==> config.mk <==
export PLATFORM = sky130hd
export DESIGN_NAME = unidade_busca
export DESIGN_NICKNAME = d
export VERILOG_FILES = /design/src/rtl/unidade_busca_pkg.sv /design/src/rtl/unidade_busca.sv
export SDC_FILE = /design/constraint.sdc
export NUM_CORES = 1
export LEC_CHECK = 0
export CORE_AREA = 4 4 159 161
export DETAILED_ROUTE_END_ITERATION = 10
export DIE_AREA = 0 0 163 165
export PLACE_DENSITY_LB_ADDON = 0.3
export SYNTH_ARGS = -nofsm -noshare
export SYNTH_HDL_FRONTEND = slang
export SYNTH_SLANG_ARGS = --single-unit
==> constraint.sdc <==
create_clock -name clock -period 2 [get_ports clock]
set_clock_uncertainty 0.1 [all_clocks]
set_input_delay 0.3 -clock clock [delete_from_list [all_inputs] [get_ports clock]]
set_output_delay 0.3 -clock clock [all_outputs]
set_load 0.005 [all_outputs]
==> src/rtl/unidade_busca_pkg.sv <==
// ============================================================================
// unidade_busca_pkg
// Shared defaults, widths and FSM state encoding for the fetch stage.
// Revision: 1.0
// ============================================================================
`default_nettype none

package unidade_busca_pkg;

    localparam int unsigned     PC_W_PADRAO      = 64;
    localparam int unsigned     MEM_WORDS_PADRAO = 64;
    localparam longint unsigned RESET_PC_PADRAO  = 64'd0;
    localparam int unsigned     INSTR_W          = 32;

    typedef enum logic [0:0] {
        BUSCA  = 1'b0,
        PARADO = 1'b1
    } estado_e;

endpackage

`default_nettype wire

==> src/rtl/unidade_busca.sv <==
// ============================================================================
// unidade_busca
// Instruction fetch: PC, fetch/decode register with valid/ready, redirect and
// out-of-range halt.
// Revision: 1.0
// ============================================================================
`default_nettype none

module unidade_busca
    import unidade_busca_pkg::*;
#(
    parameter int unsigned       PC_W      = PC_W_PADRAO,
    parameter int unsigned       MEM_WORDS = MEM_WORDS_PADRAO,
    parameter logic [PC_W-1:0]   RESET_PC  = PC_W'(RESET_PC_PADRAO)
) (
    input  logic                 clock,
    input  logic                 reset,
    output logic [PC_W-1:0]      pc_mem,
    input  logic [INSTR_W-1:0]   instrucao,
    input  logic                 desvio,
    input  logic [PC_W-1:0]      desvio_pc,
    input  logic                 pronto,
    output logic                 if_valido,
    output logic [INSTR_W-1:0]   if_instrucao,
    output logic [PC_W-1:0]      if_pc,
    output logic [PC_W-1:0]      if_pc_mais1,
    output logic                 fora_faixa,
    output logic [31:0]          n_entregues
);

    localparam logic [PC_W-1:0] MEM_LIMITE = PC_W'(MEM_WORDS);

    estado_e              estado_q, estado_d;
    logic [PC_W-1:0]      pc_q, pc_d;
    logic                 valido_q, valido_d;
    logic [INSTR_W-1:0]   instr_q, instr_d;
    logic [PC_W-1:0]      ifpc_q, ifpc_d;
    logic [PC_W-1:0]      ifpc1_q, ifpc1_d;
    logic [31:0]          cont_q, cont_d;

    logic                 w_transfer;
    logic                 w_livre;
    logic                 w_em_faixa;

    assign w_transfer = valido_q & pronto & ~desvio;
    assign w_livre    = ~valido_q | pronto;
    assign w_em_faixa = (pc_q < MEM_LIMITE);

    always_ff @(posedge clock or negedge reset) begin
        if (!reset) begin
            estado_q <= BUSCA;
            pc_q     <= RESET_PC;
            valido_q <= 1'b0;
            instr_q  <= '0;
            ifpc_q   <= '0;
            ifpc1_q  <= '0;
            cont_q   <= '0;
        end else begin
            estado_q <= estado_d;
            pc_q     <= pc_d;
            valido_q <= valido_d;
            instr_q  <= instr_d;
            ifpc_q   <= ifpc_d;
            ifpc1_q  <= ifpc1_d;
            cont_q   <= cont_d;
        end
    end

    always_comb begin
        estado_d = estado_q;
        pc_d     = pc_q;
        valido_d = valido_q;
        instr_d  = instr_q;
        ifpc_d   = ifpc_q;
        ifpc1_d  = ifpc1_q;
        cont_d   = cont_q + {31'd0, w_transfer};

        // Redirect squashes the wrong-path entry regardless of state or stall.
        if (desvio) begin
            pc_d     = desvio_pc;
            valido_d = 1'b0;
            estado_d = BUSCA;
        end else begin
            case (estado_q)
                BUSCA: begin
                    if (w_livre) begin
                        if (w_em_faixa) begin
                            instr_d  = instrucao;
                            ifpc_d   = pc_q;
                            ifpc1_d  = pc_q + 1'b1;
                            valido_d = 1'b1;
                            pc_d     = pc_q + 1'b1;
                        end else begin
                            valido_d = 1'b0;
                            estado_d = PARADO;
                        end
                    end
                end
                PARADO: begin
                    if (pronto) begin
                        valido_d = 1'b0;
                    end
                end
                default: estado_d = BUSCA;
            endcase
        end
    end

    assign pc_mem       = pc_q;
    assign if_valido    = valido_q;
    assign if_instrucao = instr_q;
    assign if_pc        = ifpc_q;
    assign if_pc_mais1  = ifpc1_q;
    assign fora_faixa   = (estado_q == PARADO);
    assign n_entregues  = cont_q;

endmodule

`default_nettype wire

Word level (Yosys, flattened, before mapping)
Cells that the tools add are included. W data, S select, Z words.

Shift-type cells: 0. Reductions and logical operators: 5. Bitwise logic cells: 6. Multiplexer cells: 13. Add/subtract/negate cells: 2. Order comparisons: 1. Equality and inequality tests: 3. Div/mod/pow operators: 0. $mul: 0.

Operator list (number): $mux W64 (4); $add A64 B1 Y64 const B (1); $lt A64 B7 Y1 const B (1); $add A32 B1 Y32 (1); $mux W1 (8); $ne A3 B3 Y1 const B (2); $reduce_and A4 Y1 (1); $reduce_bool A2 Y1 (2); $not A1 Y1 (3); $reduce_and A3 Y1 (1); $and A1 B1 Y1 (2); $ne A2 B2 Y1 const B (1); $pmux W1 S2 (1); $reduce_and A2 Y1 (1); $or A1 B1 Y1 (1).

Output and inout bits: 258. Word-level logic and storage cells: 37. Memory bits (read-only): 0. Register bits after elaboration: 258. Bits in latches: 0. Memory bits (writable): 0. Memories: 0.

Logic depth before layout (Yosys ltp)
Gate-level depths: netlist of run 1.

Word-level depth: 5. Depth in mapped cells: 10. Mapped depth without buffers: 9.

Least setup slack after synthesis of run 1
Ideal clock, no wire load.

Path kind: reg2reg. Start: register pc_q[13], in the netlist pc_mem[13]. End: register ifpc_q[0], in the netlist if_pc[0]. Path slack: -0.261 ns. Stages on the path, launching flop included: 8. Path buffers: 2. Data arrival time: 2.036 ns. Required time: 1.775 ns. Period minus slack after synthesis: 2.261 ns. Cell sequence: dfrtp_1 nor4_1 nand4_1 or3_1 buf_2 nor3_4 buf_2 mux2_2.

Word-level cells in the longest chain between the ends: 2.

Ends and longest elaborated chain: start: declaration (RTL line unidade_busca.sv:34) `logic [PC_W-1:0] pc_q, pc_d;`; start signal: assignment (RTL line unidade_busca.sv:60) `pc_q <= pc_d;`; $lt A64 B7 Y1 (RTL line unidade_busca.sv:47) `assign w_em_faixa = (pc_q < MEM_LIMITE);`; $reduce_and A4 Y1 (no source line); end signal: assignment (RTL line unidade_busca.sv:63) `ifpc_q <= ifpc_d;`; end: declaration (RTL line unidade_busca.sv:37) `logic [PC_W-1:0] ifpc_q, ifpc_d;`.

Every way passes these cells. A chain may end at the register's enable or synchronous reset.

Worst setup path in the final report of run 1
Start: register pc_q[60], in the netlist pc_mem[60]. End: register instr_q[29], in the netlist if_instrucao[29].

Word-level cells in the longest chain between the ends: 2.

Ends and longest elaborated chain: $lt A64 B7 Y1 (RTL line unidade_busca.sv:47); $reduce_and A4 Y1 (no source line); end signal: assignment (RTL line unidade_busca.sv:62) `instr_q <= instr_d;`; end: declaration (RTL line unidade_busca.sv:36) `logic [INSTR_W-1:0] instr_q, instr_d;`.

Every way passes these cells.

==> results of run 1 <==
## cells in the final DEF (no fill, tap or decap), types with 4 or more instances in the layout
cell type        count
or4_1                4
buf_16               4
nand3_1             12
dlymetal6s2s_1       7
clkbuf_16           29
nor4_2               4
xnor2_1             24
buf_4               90
inv_1                6
xor2_1              11
nand2_1             17
nor2_1              14
nor4_1               9
clkinv_2             8
dfrtp_1            253
clkbuf_8             6
buf_8                7
nor2b_1            112
buf_12               9
nand4_1             12
clkbuf_1             5
clkdlybuf4s50_1    347
dfrtp_2              5
mux2_4               7
a31oi_1              5
mux2_2              94
o31ai_1              4
## final cells by class
class	instances	area [um2]
fill	1845	8460
sequential	258	6460
timing repair buffer	468	4670
multi-input combinational	368	3010
clock buffer	40	827
tap	324	405
clock inverter	11	108
inverter	6	22.5
antenna	1	2.50
## cells in the mapped netlist, drive strengths merged
cell type and number:
nand2 17, nand4 12, or4 4, o21bai 1, xor2 11, and2 1
a21oi 2, nor4 15, dfrtp 258, a31oi 5, or3 2, a211oi 1
ha 3, nor2 17, or2 1, o31ai 4, and3 5, nand3 14
nor3 5, mux2 101, clkbuf 9, a41oi 1, and4 2, a221o 1
mux2i 1, xnor2 24, buf 18, nor2b 116, inv 6, o21ai 2
## worst min-delay path by stage
stage                      end  cells past startpoint
global placement     if_pc[16]                      1
detailed placement   if_pc[16]                      1
finish               pc_mem[5]                      4
floorplan           fora_faixa                      0
CTS                  pc_mem[5]                      4
global route         pc_mem[3]                      4
## power groups by stage
stage	Combinational, mW	Clock (mW)	Sequential [mW]
2_1_floorplan	0.221	0	5.60
3_3_place_gp	1.17	0	5.57
3_5_place_dp	1.17	0	5.58
4_1_cts	1.19	5.27	5.50
5_1_grt	1.28	5.51	5.52
6_report	1.17	5.12	5.50
## metal layers
metal	global-route usage	vias to the layer above	wire length, um
li1	-	3190	-
met1	0.232	3382	10100
met2	0.321	257	12800
met3	0.0654	44	2440
met4	0.0515	0	749
met5	0	-	0
## worst register-to-register path: cells and delay by family, from the launching register on
family,cells,cell delay (ns)
buffers and inverters,4,0.56
multiplexers,1,0.30
flip-flops,1,0.41
AND/OR/NAND/NOR,4,0.96
## logic make-up (layout without fill, tap and decap cells)
| group | count (synthesis) | count (layout) | share of synthesized area |
|---|---|---|---|
| DFF | 258 | 258 | 0.684 |
| and+or+nand+nor | 211 | 211 | 0.131 |
| muxes | 102 | 102 | 0.122 |
| xor gates and xnor gates | 35 | 35 | 0.0325 |
| buffers and inverters | 33 | 525 | 0.0155 |
| AOI/OAI and AO/OA | 17 | 17 | 0.0122 |
| adders and majority gates | 3 | 3 | 0.00398 |
| other | 0 | 1 | 0 |
## per-stage QoR
stage | worst slack (ns) | util | hold slack [ns]
final | -0.456 | 0.647 | 0.157
after global routing | -0.553 | 0.647 | 0.157
after CTS | -0.465 | 0.642 | 0.118
after detailed placement | -0.572 | 0.589 | 0.149
after global placement | -0.565 | 0.589 | 0.149
after floorplan | -0.237 | - | -0.0956
## flip-flops by register name, summed over array words and instances (netlist names)
name          cells
if_valido         1
fora_faixa        1
if_instrucao     32
if_pc_mais1      64
if_pc            64
n_entregues      32
pc_mem           64
## repair_timing
item / 4_1_cts / 5_1_grt
hold buffers: 1 / 0
setup buffers: 10 / 8
setup endpoints to repair: 170 / 185
hold endpoints to repair: 147 / 0
pin swaps: 4 / 7
resized for setup: 34 / 36
gates cloned: 3 / 0
==> results_dict.tcl, run 1 <==
set metrics [dict create \
    tns_ns -63.74 \
    grt_start_max_net_pins 59 \
    wl_um 26100 \
    drcViolationCount 0 \
    run_status "finished, violations left" \
    crit_arrival_ns 2.76 \
    worstSetupEndpoint "if_instrucao[29]" \
    coreArea_um2 24000 \
    ir_drop_uv 648 \
    gp_congestion 0.792 \
    cp_top_family "simple AND/OR/NAND/NOR gates" \
    grt_overflow 0 \
    vias 6873 \
    placementRows 57 \
    cp_num_buf_inv 4 \
    htreeDepth 1 \
    start_util 0.394 \
    die-area_um2 26900 \
    firstDrtPassIters 6 \
    synth-seq-cells 258 \
    fin_ws_ns -0.456 \
    fmax_mhz 407 \
    wl_per_cell_um 17.7 \
    cp-startpoint "pc_mem[60]" \
    power_frac_seq 0.466 \
    dp.cells 1407 \
    critPathRequiredTime_ns 2.31 \
    cts_made_buffers 28 \
    max_stage_delay_ns 0.43 \
    cts_buffer_depth 3 \
    finalSetupViolations 165 \
    r2r_slack_ns -0.46 \
    layout.cells.non_filler 1476 \
    ant_nets 0 \
    hold_viol_final 0 \
    finalPower_mw 11.8 \
    seq_area_frac_synth 0.684 \
    placed_area_um2 14100 \
    port_buffers 357 \
    grt_pass1_vias 7282 \
    switchingPower_mw 2.54 \
    synth.distinct_cells 32 \
    clk_pin_slew_ns 0.06 \
    yosysTopAreaCellShare 0.684 \
    cts_tree "yes" \
    min_period_ns 2.46 \
    hold_path.class "in -> reg" \
    num-nets-final 1233 \
    violations "setup timing" \
    critPathMaxFanout 5 \
    p_per_area_nw_per_um2 761 \
    grt_pass1_wl_um 40500 \
    critPathLaunchType "register" \
    cp.depth 9 \
    clock-sinks 258 \
    clock-root-buffer "clkbuf_16" \
    postSynthCellCount 659 \
    pwr-share-clk 0.434 \
    crit-reg2reg-launch "pc_mem[60]" \
    slew_violations 0 \
    fin_area_um2 15500 \
    cp_slowest_cell "or3_4" \
    synth_area_per_cell_um2 14.3 \
    r2r_cells 9 \
    area_growth_pct 64.2 \
    syn-cell-area_um2 9440 \
    drt_iter0_markers 244 \
    maxCapViolations 0 \
    die_x_um 163 \
    path_common_cell "buf_12" \
    leakage_nw 7.11 \
    die_y_um 165 \
    vias_per_cell 4.66 \
    insertion_delay_ns 0.52 \
    reg2reg_to "if_instrucao[29]" \
    synth_area_leaders "dfrtp_1 (68%), mux2_2 (11%), nor2b_1 (7.7%)" \
    path_cells "nor4_4 > buf_4 > nand3_2 > or3_4 > nor3_4 > buf_12 > buf_16 > buf_12 > mux2_4" \
    dp_hpwl_um 18700 \
    rsz0062_at_grt "true" \
    fin_crit_sh 1.23 \
    drive_gt1_frac 0.252 \
    critPathKind "reg -> reg" \
    synth-warning-count 0 \
    power_frac_comb 0.099 \
    yosys.area.top_type "dfrtp_1" \
    p_int_mw 9.26 \
    antenna_found_initial 1 \
    tightest_slew_ns 0.428 \
    switching_share 0.215 \
    grt_usage 0.189 \
    syn-num-nets 762 \
    worstHoldStart "desvio" \
    endpoint_kind "register" \
    max_slew_margin 0.715 \
    ios 358 \
]
No activity file was read; power rests on OpenSTA's default activity.
==> run 2, diff against run 1 <==
- CTS_BUF_LIST: default -> sky130_fd_sc_hd__clkbuf_8 sky130_fd_sc_hd__clkbuf_16
==> run 2 against run 1 <==
Net effect:
- hold slack improved by 0.0020 ns
- first-iteration DRC count is 4.1% lower
- the run still ends with setup timing left
- total power is 0.19% lower
- design area stayed put
- sequential share of layout area stayed put
- maximum frequency about the same
- register-to-register slack hardly changed
- worst setup slack got worse by 0.0015 ns
- via count is essentially flat
==> results_dict.tcl, run 2 (synthesis gave the netlist of run 1 again) <==
set metrics [dict create \
    cts_tree "yes" \
    clock-sinks 258 \
    grt_pass1_wl_um 40500 \
    grt_overflow 0 \
    rsz0062_at_grt "true" \
    tightest_slew_ns 0.429 \
    vias_per_cell 4.66 \
    fin_util 0.647 \
    finalSetupViolations 165 \
    gp_congestion 0.792 \
    vias 6878 \
    path_cells "nor4_4 > buf_4 > nand3_2 > or3_4 > nor3_4 > buf_12 > buf_16 > buf_12 > mux2_4" \
    drt_iter0_markers 234 \
    grt_start_max_net_pins 59 \
    final_common_cell "clkdlybuf4s50_1" \
    critPathKind "reg -> reg" \
    critPathMaxFanout 5 \
    num-nets-final 1233 \
    fmax_mhz 407 \
    p_per_area_nw_per_um2 760 \
    cts_made_buffers 28 \
    ios 358 \
    clock-root-buffer "clkbuf_16" \
    critPathRequiredTime_ns 2.31 \
    fin_crit_sh 1.23 \
    port_buffers 357 \
    drcViolationCount 0 \
    finalPower_mw 11.8 \
    wl_met2_um 13000 \
    htreeDepth 1 \
    min_period_ns 2.46 \
    clk_pin_slew_ns 0.06 \
    violations "setup timing" \
    fillers 1845 \
    grt_usage 0.189 \
    maxCapViolations 0 \
    hold_path.class "in -> reg" \
    max_slew_margin 0.714 \
    tns_ns -63.78 \
    ir_drop_uv 651 \
    hold_viol_final 0 \
    path_common_cell "buf_12" \
    grt_pass1_vias 7286 \
    wl_um 26200 \
    die_y_um 165 \
    die_x_um 163 \
    firstDrtPassIters 6 \
    ant_nets 0 \
    placementRows 57 \
    max_stage_delay_ns 0.43 \
    fin_ws_ns -0.457 \
    start_util 0.394 \
    highest_layer "met4" \
    endpoint_kind "register" \
    dp_hpwl_um 18700 \
    crit_arrival_ns 2.76 \
    wl_per_cell_um 17.7 \
    slew_violations 0 \
    critPathLaunchType "register" \
    area_growth_pct 64.2 \
    cp_slowest_cell "or3_4" \
    dr_wl_met3_um 2430 \
    leakage_nw 7.13 \
    insertion_delay_ns 0.52 \
    mostFrequentLayoutCells "clkdlybuf4s50_1 (347), dfrtp_1 (253), nor2b_1 (112)" \
    drive_gt1_frac 0.252 \
    run_status "finished, violations left" \
    coreArea_um2 24000 \
    cts_buffer_depth 3 \
    die-area_um2 26900 \
    wl_met1_um 10200 \
    antenna_found_initial 1 \
]
-- run 2: final cells by class --
cell class	count	area, um2	share of cell area
flip-flops and latches	258	6460	0.417
repair buffers	468	4670	0.301
multi-input cells	368	3010	0.194
clock buffers	35	808	0.0521
well taps	324	405	0.0261
clock inverters	16	126	0.00815
inverters	6	22.5	0.00145
diodes	1	2.50	0.000161
-- run 2: what timing repair did --
item,in CTS,in global routing
buffers inserted,10,8
endpoints found under the setup margin,170,185
hold buffers,1,0
pin swaps,4,7
endpoints found under the hold margin,147,0
resized for setup,34,36
cloned,3,0
-- run 2: worst max-delay path, delay by kind of cell (launching register included) --
family / cells / cell delay [ns]
and+or+nand+nor: 4 / 0.96
buffers and inverters: 4 / 0.56
muxes: 1 / 0.30
DFF: 1 / 0.41
-- run 2: power by group --
| part | switching (mW) | internal (mW) | leakage [nW] |
|---|---|---|---|
| clock | 2.01 | 3.09 | 0.487 |
| sequential | 0.120 | 5.39 | 3.41 |
| combinational | 0.414 | 0.760 | 3.23 |
| total | 2.54 | 9.24 | 7.13 |
-- run 2: per-layer routing --
metal | vias to the layer above | global-route usage
met1 | 3399 | 0.232
met4 | 0 | 0.0515
met2 | 252 | 0.321
met5 | - | 0
met3 | 38 | 0.0654
li1 | 3189 | -
-- run 2: worst paths after layout --
check | startpoint | endpoint | slack [ns] | depth (start not counted)
min in group asynchronous | reset | if_pc_mais1[28] | 0.20 | 2
max reg2reg | pc_mem[60] | if_instrucao[29] | -0.46 | 9
max in group asynchronous | reset | pc_mem[3] | 0.92 | 3
max | pc_mem[60] | if_instrucao[29] | -0.46 | 9
min reg2reg | n_entregues[31] | n_entregues[31] | 0.38 | 1
min | desvio | pc_mem[3] | 0.16 | 4
-- run 2: metrics by stage --
stage	std cells	hold WS [ns]	worst slack, ns	instance area [um2]
finish	1476	0.159	-0.457	15500
global route	1476	0.157	-0.553	15500
CTS	1471	0.118	-0.465	15400
detailed placement	1407	0.149	-0.572	14100
global placement	1407	0.149	-0.565	14100
floorplan	659	-0.0956	-0.237	9490
==> run 3, diff against run 2 <==
- CORE_AREA: 4 4 159 161 -> 4 4 152 154
- DIE_AREA: 0 0 163 165 -> 0 0 156 158
- HOLD_SLACK_MARGIN: default -> 0.05
- clock period: 2 -> 2.8 ns (I/O delays scaled with it)
==> run 3 against run 2 <==
Net effect:
- the run now ends clean
- die area down 8.4%
- global-route usage up 1.0 points
- routed wire length down 3.5%
- highest routed layer unchanged
==> results_dict.tcl, run 3 (synthesis gave the netlist of run 1 again) <==
set metrics [dict create \
    run_status "finished clean" \
    firstDrtPassIters 4 \
    finalSetupViolations 0 \
    critPathMaxFanout 26 \
    grt_pass1_wl_um 39400 \
    htreeDepth 1 \
    tightest_slew_ns 0.793 \
    cts_buffer_depth 3 \
    drive_gt1_frac 0.159 \
    fin_crit_sh 0.909 \
    fin_area_um2 14500 \
    die_x_um 156 \
    diodes 0 \
    hold_viol_final 0 \
    cp_num_buf_inv 2 \
    vias 6551 \
    vias_per_cell 4.88 \
    placed_area_um2 13400 \
    port_buffers 357 \
    max_slew_margin 0.471 \
    critPathKind "reg -> reg" \
    clock-root-buffer "clkbuf_16" \
    tns_ns 0 \
    grt_pass1_vias 7053 \
    placementRows 54 \
    maxCapViolations 0 \
    rsz0062_at_grt "false" \
    clk_pin_slew_ns 0.06 \
    die_y_um 158 \
    fmax_mhz 393 \
    fillers 1537 \
    layout.cells.non_filler 1342 \
    drcViolationCount 0 \
    dp.cells 1289 \
    critPathLaunchType "register" \
    num-nets-final 1145 \
    clock-sinks 258 \
    ios 358 \
    dp_hpwl_um 18100 \
    finalPower_mw 8.49 \
    antenna_found_initial 0 \
    wl_per_cell_um 18.8 \
    wl_um 25200 \
    cp_top_family "simple AND/OR/NAND/NOR gates" \
    crit_arrival_ns 2.84 \
    final_common_cell "clkdlybuf4s50_1" \
    grt_usage 0.200 \
    endpoint_kind "register" \
    die-area_um2 24600 \
    start_util 0.435 \
    cts_tree "yes" \
    min_period_ns 2.55 \
    area_growth_pct 53.4 \
    mostFrequentLayoutCells "clkdlybuf4s50_1 (355), dfrtp_1 (258), nor2b_1 (116)" \
    drt_iter0_markers 248 \
    leakage_nw 6.57 \
    grt_start_max_net_pins 66 \
    cp_slowest_cell "or3_1" \
    path_cells "nor4_1 > nand4_1 > or3_1 > nor3_4 > buf_4 > buf_12 > mux2_2" \
    p_per_area_nw_per_um2 586 \
    critPathRequiredTime_ns 3.10 \
    coreArea_um2 21700 \
    ant_nets 0 \
    gp_congestion 0.786 \
    max_stage_delay_ns 0.45 \
    cts_made_buffers 27 \
    slew_violations 0 \
    grt_overflow 0 \
    insertion_delay_ns 0.52 \
    ir_drop_uv 448 \
    hold_path.class "in -> reg" \
]
[run 3: layer usage]
metal	global-route usage	share of wire	up-vias
met5	0	0	-
li1	-	-	3008
met2	0.334	0.48	267
met4	0.0654	0.032	0
met3	0.0651	0.095	48
met1	0.247	0.39	3228
[run 3: worst reg2reg max path, stage by stage, from the launching register on]
cell and delay (ns):
dfrtp_1 0.40, nor4_1 0.39, nand4_1 0.16, or3_1 0.45, nor3_4 0.19, buf_4 0.17
buf_12 0.19, mux2_2 0.38
[run 3: timing repair]
item	CTS	global route
gates resized for setup	0	1
hold endpoints to repair	53	0
buffers inserted	0	2
hold buffers	1	0
endpoints found under the setup margin	0	6
[run 3: report_power, final]
group	internal, mW	leakage [nW]	switching (mW)	total, mW
registers	3.84	3.42	0.104	3.95
clock network	2.42	0.480	1.45	3.88
logic	0.431	2.68	0.235	0.666
[run 3: per-stage QoR]
stage | hold WS [ns] | setup WS (ns) | utilization
finish | 0.300 | 0.254 | 0.668
global route | 0.316 | 0.0491 | 0.668
CTS | 0.273 | 0.155 | 0.666
detailed placement | 0.294 | 0.136 | 0.620
global placement | 0.287 | 0.209 | 0.620
floorplan | 0.0244 | 0.539 | -
[run 3: final cells by class]
cell class,instances,area [um2],share of cell area
Tap cell,280,350,0.0242
Multi-Input combinational cell,368,2840,0.196
Timing Repair Buffer,381,3830,0.264
Sequential cell,258,6460,0.446
Inverter,6,22.5,0.00156
Clock buffer,31,731,0.0505
Clock inverter,18,253,0.0175
[run 3: worst paths after layout]
path                            startpoint          endpoint  slack [ns]  cells after the start
min                                 desvio         pc_mem[2]        0.30                      4
max reg2reg                     pc_mem[38]  if_instrucao[18]        0.25                      7
max                             pc_mem[38]  if_instrucao[18]        0.25                      7
min reg2reg                n_entregues[31]   n_entregues[31]        0.37                      1
max in group asynchronous            reset   if_pc_mais1[29]        1.45                      3
min in group asynchronous            reset   n_entregues[31]        0.34                      2
